--- src/rtl/mcd_bus_initiator.sv ---
// mcd_bus_initiator: turns queued register/memory commands into 68k-style bus cycles
// (SETUP -> STROBE -> HOLD) with active-low strobes and one response per command.
// Optional build macro MCD_INIT_TIMEOUT_EN: aborts a strobe stretched by bus_wait for
// TIMEOUT_CYC cycles and flags the response with rsp_err.
module mcd_bus_initiator #(
    parameter int unsigned SETUP_CYC   = 1,
    parameter int unsigned STROBE_CYC  = 2,
    parameter int unsigned HOLD_CYC    = 1,
    parameter int unsigned TIMEOUT_CYC = 255
) (
    input  logic        clk,
    input  logic        map_rst_n,
    input  logic        cmd_valid,
    output logic        cmd_ready,
    input  logic        cmd_we,
    input  logic [1:0]  cmd_be,
    input  logic [23:0] cmd_addr,
    input  logic [15:0] cmd_wdata,
    output logic        rsp_valid,
    output logic [15:0] rsp_rdata,
    output logic        rsp_err,
    output logic [23:0] bus_addr,
    output logic [15:0] bus_dout,
    input  logic [15:0] bus_din,
    output logic        bus_as,
    output logic        bus_oe,
    output logic        bus_we_hi,
    output logic        bus_we_lo,
    input  logic        bus_wait,
    output logic        busy
);
    localparam logic [3:0] SetupLast  = 4'(SETUP_CYC - 1);
    localparam logic [3:0] StrobeLast = 4'(STROBE_CYC - 1);
    localparam logic [3:0] HoldLast   = 4'(HOLD_CYC - 1);
    // FIFO entry layout: {we, be[1:0], addr[23:1], wdata[15:0]}
    localparam int unsigned EntryW = 42;

    typedef enum logic [1:0] {StIdle, StSetup, StStrobe, StHold} state_e;

    state_e            state_q, state_d;
    logic [3:0]        cnt_q, cnt_d;
    logic [EntryW-1:0] fifo_mem [2];
    logic              wr_ptr_q, rd_ptr_q;
    logic [1:0]        count_q, count_d;
    logic              cmd_ready_q;
    logic              push, pop, finish, abort, timeout;
    logic              head_we;
    logic [1:0]        head_be;
    logic [22:0]       head_addr;
    logic [15:0]       head_wdata;
    logic              cur_we_q;
    logic [1:0]        cur_be_q;
    logic [23:0]       bus_addr_q;
    logic [15:0]       bus_dout_q;
    logic              as_q, oe_q, we_hi_q, we_lo_q;
    logic              as_d, oe_d, we_hi_d, we_lo_d;
    logic              rsp_valid_q, rsp_err_q;
    logic [15:0]       rsp_rdata_q;
    logic              unused_addr_lsb;

    assign unused_addr_lsb = cmd_addr[0];
    assign push    = cmd_valid & cmd_ready_q;
    assign count_d = count_q + {1'b0, push} - {1'b0, pop};
    assign {head_we, head_be, head_addr, head_wdata} = fifo_mem[rd_ptr_q];

    // FIFO storage needs no reset; entries are only read while count is non-zero.
    always_ff @(posedge clk) begin
        if (push) begin
            fifo_mem[wr_ptr_q] <= {cmd_we, cmd_be, cmd_addr[23:1], cmd_wdata};
        end
    end

    // FIFO pointers, occupancy and registered ready (drops as soon as the FIFO fills).
    always_ff @(posedge clk or negedge map_rst_n) begin
        if (!map_rst_n) begin
            wr_ptr_q    <= 1'b0;
            rd_ptr_q    <= 1'b0;
            count_q     <= 2'd0;
            cmd_ready_q <= 1'b1;
        end else begin
            if (push) wr_ptr_q <= ~wr_ptr_q;
            if (pop)  rd_ptr_q <= ~rd_ptr_q;
            count_q     <= count_d;
            cmd_ready_q <= (count_d != 2'd2);
        end
    end

`ifdef MCD_INIT_TIMEOUT_EN
    localparam logic [9:0] TimeoutLast = 10'(TIMEOUT_CYC - 1);
    logic [9:0] tcnt_q;

    // Counts cycles spent in STROBE; zero on the first STROBE cycle.
    always_ff @(posedge clk or negedge map_rst_n) begin
        if (!map_rst_n) begin
            tcnt_q <= 10'd0;
        end else begin
            tcnt_q <= (state_q == StStrobe) ? tcnt_q + 10'd1 : 10'd0;
        end
    end

    assign timeout = (state_q == StStrobe) && bus_wait && (tcnt_q == TimeoutLast);
`else
    logic unused_timeout;
    assign unused_timeout = ^10'(TIMEOUT_CYC);
    assign timeout        = 1'b0;
`endif

    // Sequencer state and phase counter.
    always_ff @(posedge clk or negedge map_rst_n) begin
        if (!map_rst_n) begin
            state_q <= StIdle;
            cnt_q   <= 4'd0;
        end else begin
            state_q <= state_d;
            cnt_q   <= cnt_d;
        end
    end

    // Next-state logic: phase lengths, bus_wait stretch and FIFO pop points.
    always_comb begin
        state_d = state_q;
        cnt_d   = cnt_q;
        pop     = 1'b0;
        finish  = 1'b0;
        abort   = 1'b0;
        unique case (state_q)
            StIdle: begin
                if (count_q != 2'd0) begin
                    pop     = 1'b1;
                    state_d = StSetup;
                    cnt_d   = 4'd0;
                end
            end
            StSetup: begin
                if (cnt_q == SetupLast) begin
                    state_d = StStrobe;
                    cnt_d   = 4'd0;
                end else begin
                    cnt_d = cnt_q + 4'd1;
                end
            end
            StStrobe: begin
                if (timeout) begin
                    abort   = 1'b1;
                    state_d = StHold;
                    cnt_d   = 4'd0;
                end else if (cnt_q == StrobeLast) begin
                    // Final count cycle: bus_wait keeps us here without advancing.
                    if (!bus_wait) begin
                        finish  = 1'b1;
                        state_d = StHold;
                        cnt_d   = 4'd0;
                    end
                end else begin
                    cnt_d = cnt_q + 4'd1;
                end
            end
            StHold: begin
                if (cnt_q == HoldLast) begin
                    cnt_d = 4'd0;
                    if (count_q != 2'd0) begin
                        pop     = 1'b1;
                        state_d = StSetup;
                    end else begin
                        state_d = StIdle;
                    end
                end else begin
                    cnt_d = cnt_q + 4'd1;
                end
            end
            default: begin
                state_d = StIdle;
                cnt_d   = 4'd0;
            end
        endcase
    end

    // Strobe next values from the next state so the pins come straight from flops.
    always_comb begin
        as_d    = 1'b1;
        oe_d    = 1'b1;
        we_hi_d = 1'b1;
        we_lo_d = 1'b1;
        if (state_d == StStrobe) begin
            as_d = 1'b0;
            if (cur_we_q) begin
                we_hi_d = ~cur_be_q[1];
                we_lo_d = ~cur_be_q[0];
            end else begin
                oe_d = 1'b0;
            end
        end
    end

    // Bus-side registers, latched command and response.
    always_ff @(posedge clk or negedge map_rst_n) begin
        if (!map_rst_n) begin
            as_q        <= 1'b1;
            oe_q        <= 1'b1;
            we_hi_q     <= 1'b1;
            we_lo_q     <= 1'b1;
            cur_we_q    <= 1'b0;
            cur_be_q    <= 2'b11;
            bus_addr_q  <= 24'd0;
            bus_dout_q  <= 16'd0;
            rsp_valid_q <= 1'b0;
            rsp_rdata_q <= 16'd0;
            rsp_err_q   <= 1'b0;
        end else begin
            as_q        <= as_d;
            oe_q        <= oe_d;
            we_hi_q     <= we_hi_d;
            we_lo_q     <= we_lo_d;
            rsp_valid_q <= finish | abort;
            if (pop) begin
                cur_we_q   <= head_we;
                cur_be_q   <= (head_be == 2'b00) ? 2'b11 : head_be;
                bus_addr_q <= {head_addr, 1'b0};
                bus_dout_q <= head_we ? head_wdata : 16'd0;
            end
            if (finish) begin
                rsp_rdata_q <= cur_we_q ? 16'd0 : bus_din;
                rsp_err_q   <= 1'b0;
            end else if (abort) begin
                rsp_rdata_q <= 16'd0;
                rsp_err_q   <= 1'b1;
            end
        end
    end

    assign cmd_ready = cmd_ready_q;
    assign rsp_valid = rsp_valid_q;
    assign rsp_rdata = rsp_rdata_q;
    assign rsp_err   = rsp_err_q;
    assign bus_addr  = bus_addr_q;
    assign bus_dout  = bus_dout_q;
    assign bus_as    = as_q;
    assign bus_oe    = oe_q;
    assign bus_we_hi = we_hi_q;
    assign bus_we_lo = we_lo_q;
    assign busy      = (count_q != 2'd0) | (state_q != StIdle);

endmodule
--- config.mk ---
export PLATFORM = sky130hd
export DESIGN_NAME = mcd_bus_initiator
export DESIGN_NICKNAME = d
export VERILOG_FILES = /design/src/rtl/mcd_bus_initiator.sv
export SDC_FILE = /design/constraint.sdc
export NUM_CORES = 1
export LEC_CHECK = 0
export BUFFER_PORTS_ARGS = -buffer_cell sky130_fd_sc_hd__buf_4
export CAP_MARGIN = 15
export CORE_MARGIN = 2
export CORE_UTILIZATION = 40
export CTS_CLUSTER_DIAMETER = 120
export CTS_CLUSTER_SIZE = 28
export DETAILED_ROUTE_END_ITERATION = 10
export PLACE_DENSITY = 0.62
export SLEW_MARGIN = 25
export SYNTH_ARGS = -nofsm -noshare
export SYNTH_HDL_FRONTEND = slang
export SYNTH_SLANG_ARGS = --single-unit
--- constraint.sdc ---
create_clock -name clk -period 3.31 [get_ports clk]
set_clock_uncertainty 0.05 [all_clocks]
set_input_delay 0.1655 -clock clk [delete_from_list [all_inputs] [get_ports clk]]
set_output_delay 0.1655 -clock clk [all_outputs]
set_load 0.01 [all_outputs]
==> qor.yml <==
outcome:
  status: "completed"
worst_hold_path:
  hold_class: "input port to flip-flop"
  whs_path_depth: 3
  hp-start: "cmd_valid"
  hold_end: "wr_ptr_q"
die:
  fp.dieArea_mm2: 0.01636
  core_mm2: 0.01509
  io_pins: 127
  die_x_um: 127.9
  die_h_um: 127.9
  start_util_pct: 40.69
  rows: 45
sta:
  drv_slew: 0
  tightest_slew_ns: 0.9782
  hold_violations: 0
  rsz0062_at_grt: "no"
  fin_ws_ns: 0.9639
  worst_hold_slack_ns: 0.09531
  finalCritPeriodShare_pct: 70.88
  fmax_ghz: 0.4262
  layout_min_cycle_time_ns: 2.346
  max-slew-margin-rel_pct: 34.79
  setup_violations: 0
  tns_ns: 0
critical_path:
  critical_path_arrival_ns: 2.65
  endpoint_kind: "flip-flop"
  r2r_slack_ns: 0.96
  r2r_end: "cur_be_q[1]"
  path_max_fanout: 84
  r2r-start: "state_q[1]"
  r2r_cells: 5
  worstPathRequired_ns: 3.61
  crit_type: "flip-flop to flip-flop"
  cp-start-kind: "flip-flop"
run:
  max-cap-violations: 0
detailed_routing:
  wl_mm: 12.19
  drt-vias-per-instance: 4.821
  wl_per_cell_um: 14.96
  drc: 0
  first_iter_violations: 220
  first_pass_iters: 4
  drtAntennaViolNets: 0
  vias: 3929
place:
  dp_worst_setup_slack_ns: 0.9695
  dp.final_hpwl_mm: 7.289
  io_buffers: 123
  gp_congestion: 0.8092
grt:
  grt_pass1_wl_mm: 19.93
  gr-total-overflow: 0
  grt_max_degree: 85
  antenna_found_initial: 0
  grt_pass1_vias: 4102
  grt_usage_pct: 16.09
power_and_ir_drop:
  irDropWorstVdd_mv: 0.4884
  powerDensity_mw_per_mm2: 889.0
  power.leakage_uw: 0.003613
clock_tree:
  insertion_delay_ns: 0.43
  cts_tree: "done"
  htreeDepth: 4
  root_buffer: "clkbuf_16"
  cts_buffers: 17
  clock_sinks: 158
  ctsResizeCount: 0
  cts_max_path_buffers: 2
  clk_pin_slew_ns: 0.06
synth:
  avgSynthCellArea_um2: 14.31
  synth-seq-cells: 158
  yosysWarnings: 0
  synthCells: 429
  synth_area_mm2: 0.006140
  async_flop_share_pct: 46.84
  yosys-top-cells-area: "edfxtp_1 41%, dfrtp_1 27%, mux2i_1 6.8%"
  yosysMostFrequentCell: "edfxtp_1"
  synth_top_area_cell: "edfxtp_1"
  synth.distinct_cells: 40
  synth_edf_count: 84
  dominantRegCellSynth: "edfxtp_1"
  synth.top_cell.area_share_pct: 41.08
  synth_seq_area_share_pct: 71.39
  synthTopCellsByCount: "84 x edfxtp_1, 67 x dfrtp_1, 64 x nand2_1, 42 x mux2i_1, 41 x o21ai_0"
finish:
  area_growth_syn_to_layout_pct: 37.33
  fin_nets: 687
  utilization_pct: 55.88
  n_fill_cell: 1211
  drive_above_1_share_pct: 28.87
  n_antenna_cell: 0
through the flow:
stage	std cells	total power, uW	cell area, um^2
2_1_floorplan	430	4644	6143
3_3_place_gp	724	5491	7239
3_5_place_dp	724	5587	7239
4_1_cts	815	7597	8419
5_1_grt	815	8030	8432
6_report	815	7496	8432
placed cells by master (no fill, tap or decap), types with 2 or more instances in the layout:
cell / Yosys / layout
buf_4: 8 / 127
inv_1: 12 / 12
bufinv_16: 0 / 2
nand4_1: 2 / 2
conb_1: 1 / 2
dfrtp_1: 67 / 66
dlygate4sd3_1: 0 / 59
edfxtp_1: 84 / 84
nand2b_1: 22 / 22
inv_6: 0 / 3
clkinvlp_4: 0 / 4
dfstp_2: 7 / 7
o31ai_1: 16 / 16
clkinv_4: 0 / 3
nor3_1: 2 / 2
nand2_1: 64 / 64
clkbuf_16: 0 / 17
nand3_1: 2 / 2
o21ai_0: 41 / 41
clkinv_2: 0 / 2
nor2_1: 3 / 2
and2_1: 3 / 3
xnor2_1: 4 / 4
ha_1: 10 / 10
a21oi_1: 2 / 2
mux2i_1: 42 / 41
o21ai_1: 3 / 3
nor3b_1: 2 / 2
o22ai_1: 2 / 2
final cells by class:
cell class	count	area (um^2)	area share, %
clock inverters	15	163.9	1.944
well taps	188	235.2	2.790
flip-flops and latches	158	4384	52.00
clock buffers	17	425.4	5.045
repair buffers	187	1555	18.44
inverters	12	45.04	0.5342
multi-input cells	238	1623	19.25
worst max-delay path, cell delays in order, from the launching register on:
cell	delay, ns
dfrtp_1	0.43
ha_1	0.28
and4bb_1	0.26
o211ai_4	0.17
buf_4	0.66
mux2_2	0.41
per-layer routing:
| metal | part of all wire (%) | up-vias | GRT usage, % |
|---|---|---|---|
| met4 | 1.6 | 0 | 6.787 |
| met5 | 0 | - | 0 |
| li1 | - | 1897 | - |
| met1 | 42 | 1892 | 18.71 |
| met2 | 50 | 124 | 27.18 |
| met3 | 6.3 | 16 | 5.634 |
logic make-up after synthesis:
kind of cell	Yosys count	synth area share, %
adders and majority gates	10	2.038
and+or+nand+nor	108	8.763
other	1	0.06108
buffers and inverters	34	2.731
DFF	158	71.39
xor gates and xnor gates	4	0.5706
muxes	43	7.031
AOI/OAI and AO/OA	71	7.418
worst max-delay path by stage:
stage	from	endpoint	slack [ns]	cells past startpoint
floorplan	cmd_ready	fifo_mem[0][0]	0.39	2
global placement	state_q[0]	cur_be_q[1]	0.99	5
detailed placement	state_q[1]	cur_be_q[1]	0.97	5
CTS	state_q[1]	cur_be_q[1]	0.95	5
global route	state_q[0]	rsp_rdata[11]	0.78	6
finish	state_q[1]	cur_be_q[1]	0.96	5
flip-flops by register name, indices dropped and copies added (netlist names), 2 cells and up:
register   count
bus_addr      23
bus_dout      16
cnt_q          4
count_q        2
cur_be_q       2
fifo_mem      84
rsp_rdata     16
state_q        2
repair_timing:
item | 4_1_cts | 5_1_grt
hold buffers | 59 | 0
hold endpoints to repair | 167 | 0
buffers inserted | 0 | 0
setup endpoints to repair | 0 | 0
power by group:
part           switching, uW  total [uW]  internal [uW]
Combinational           1390        2530           1140
Sequential               297        3040           2750
Clock                    803        1920           1120
Total                   2490        7500           5000
(Power assumes the default switching activity.)
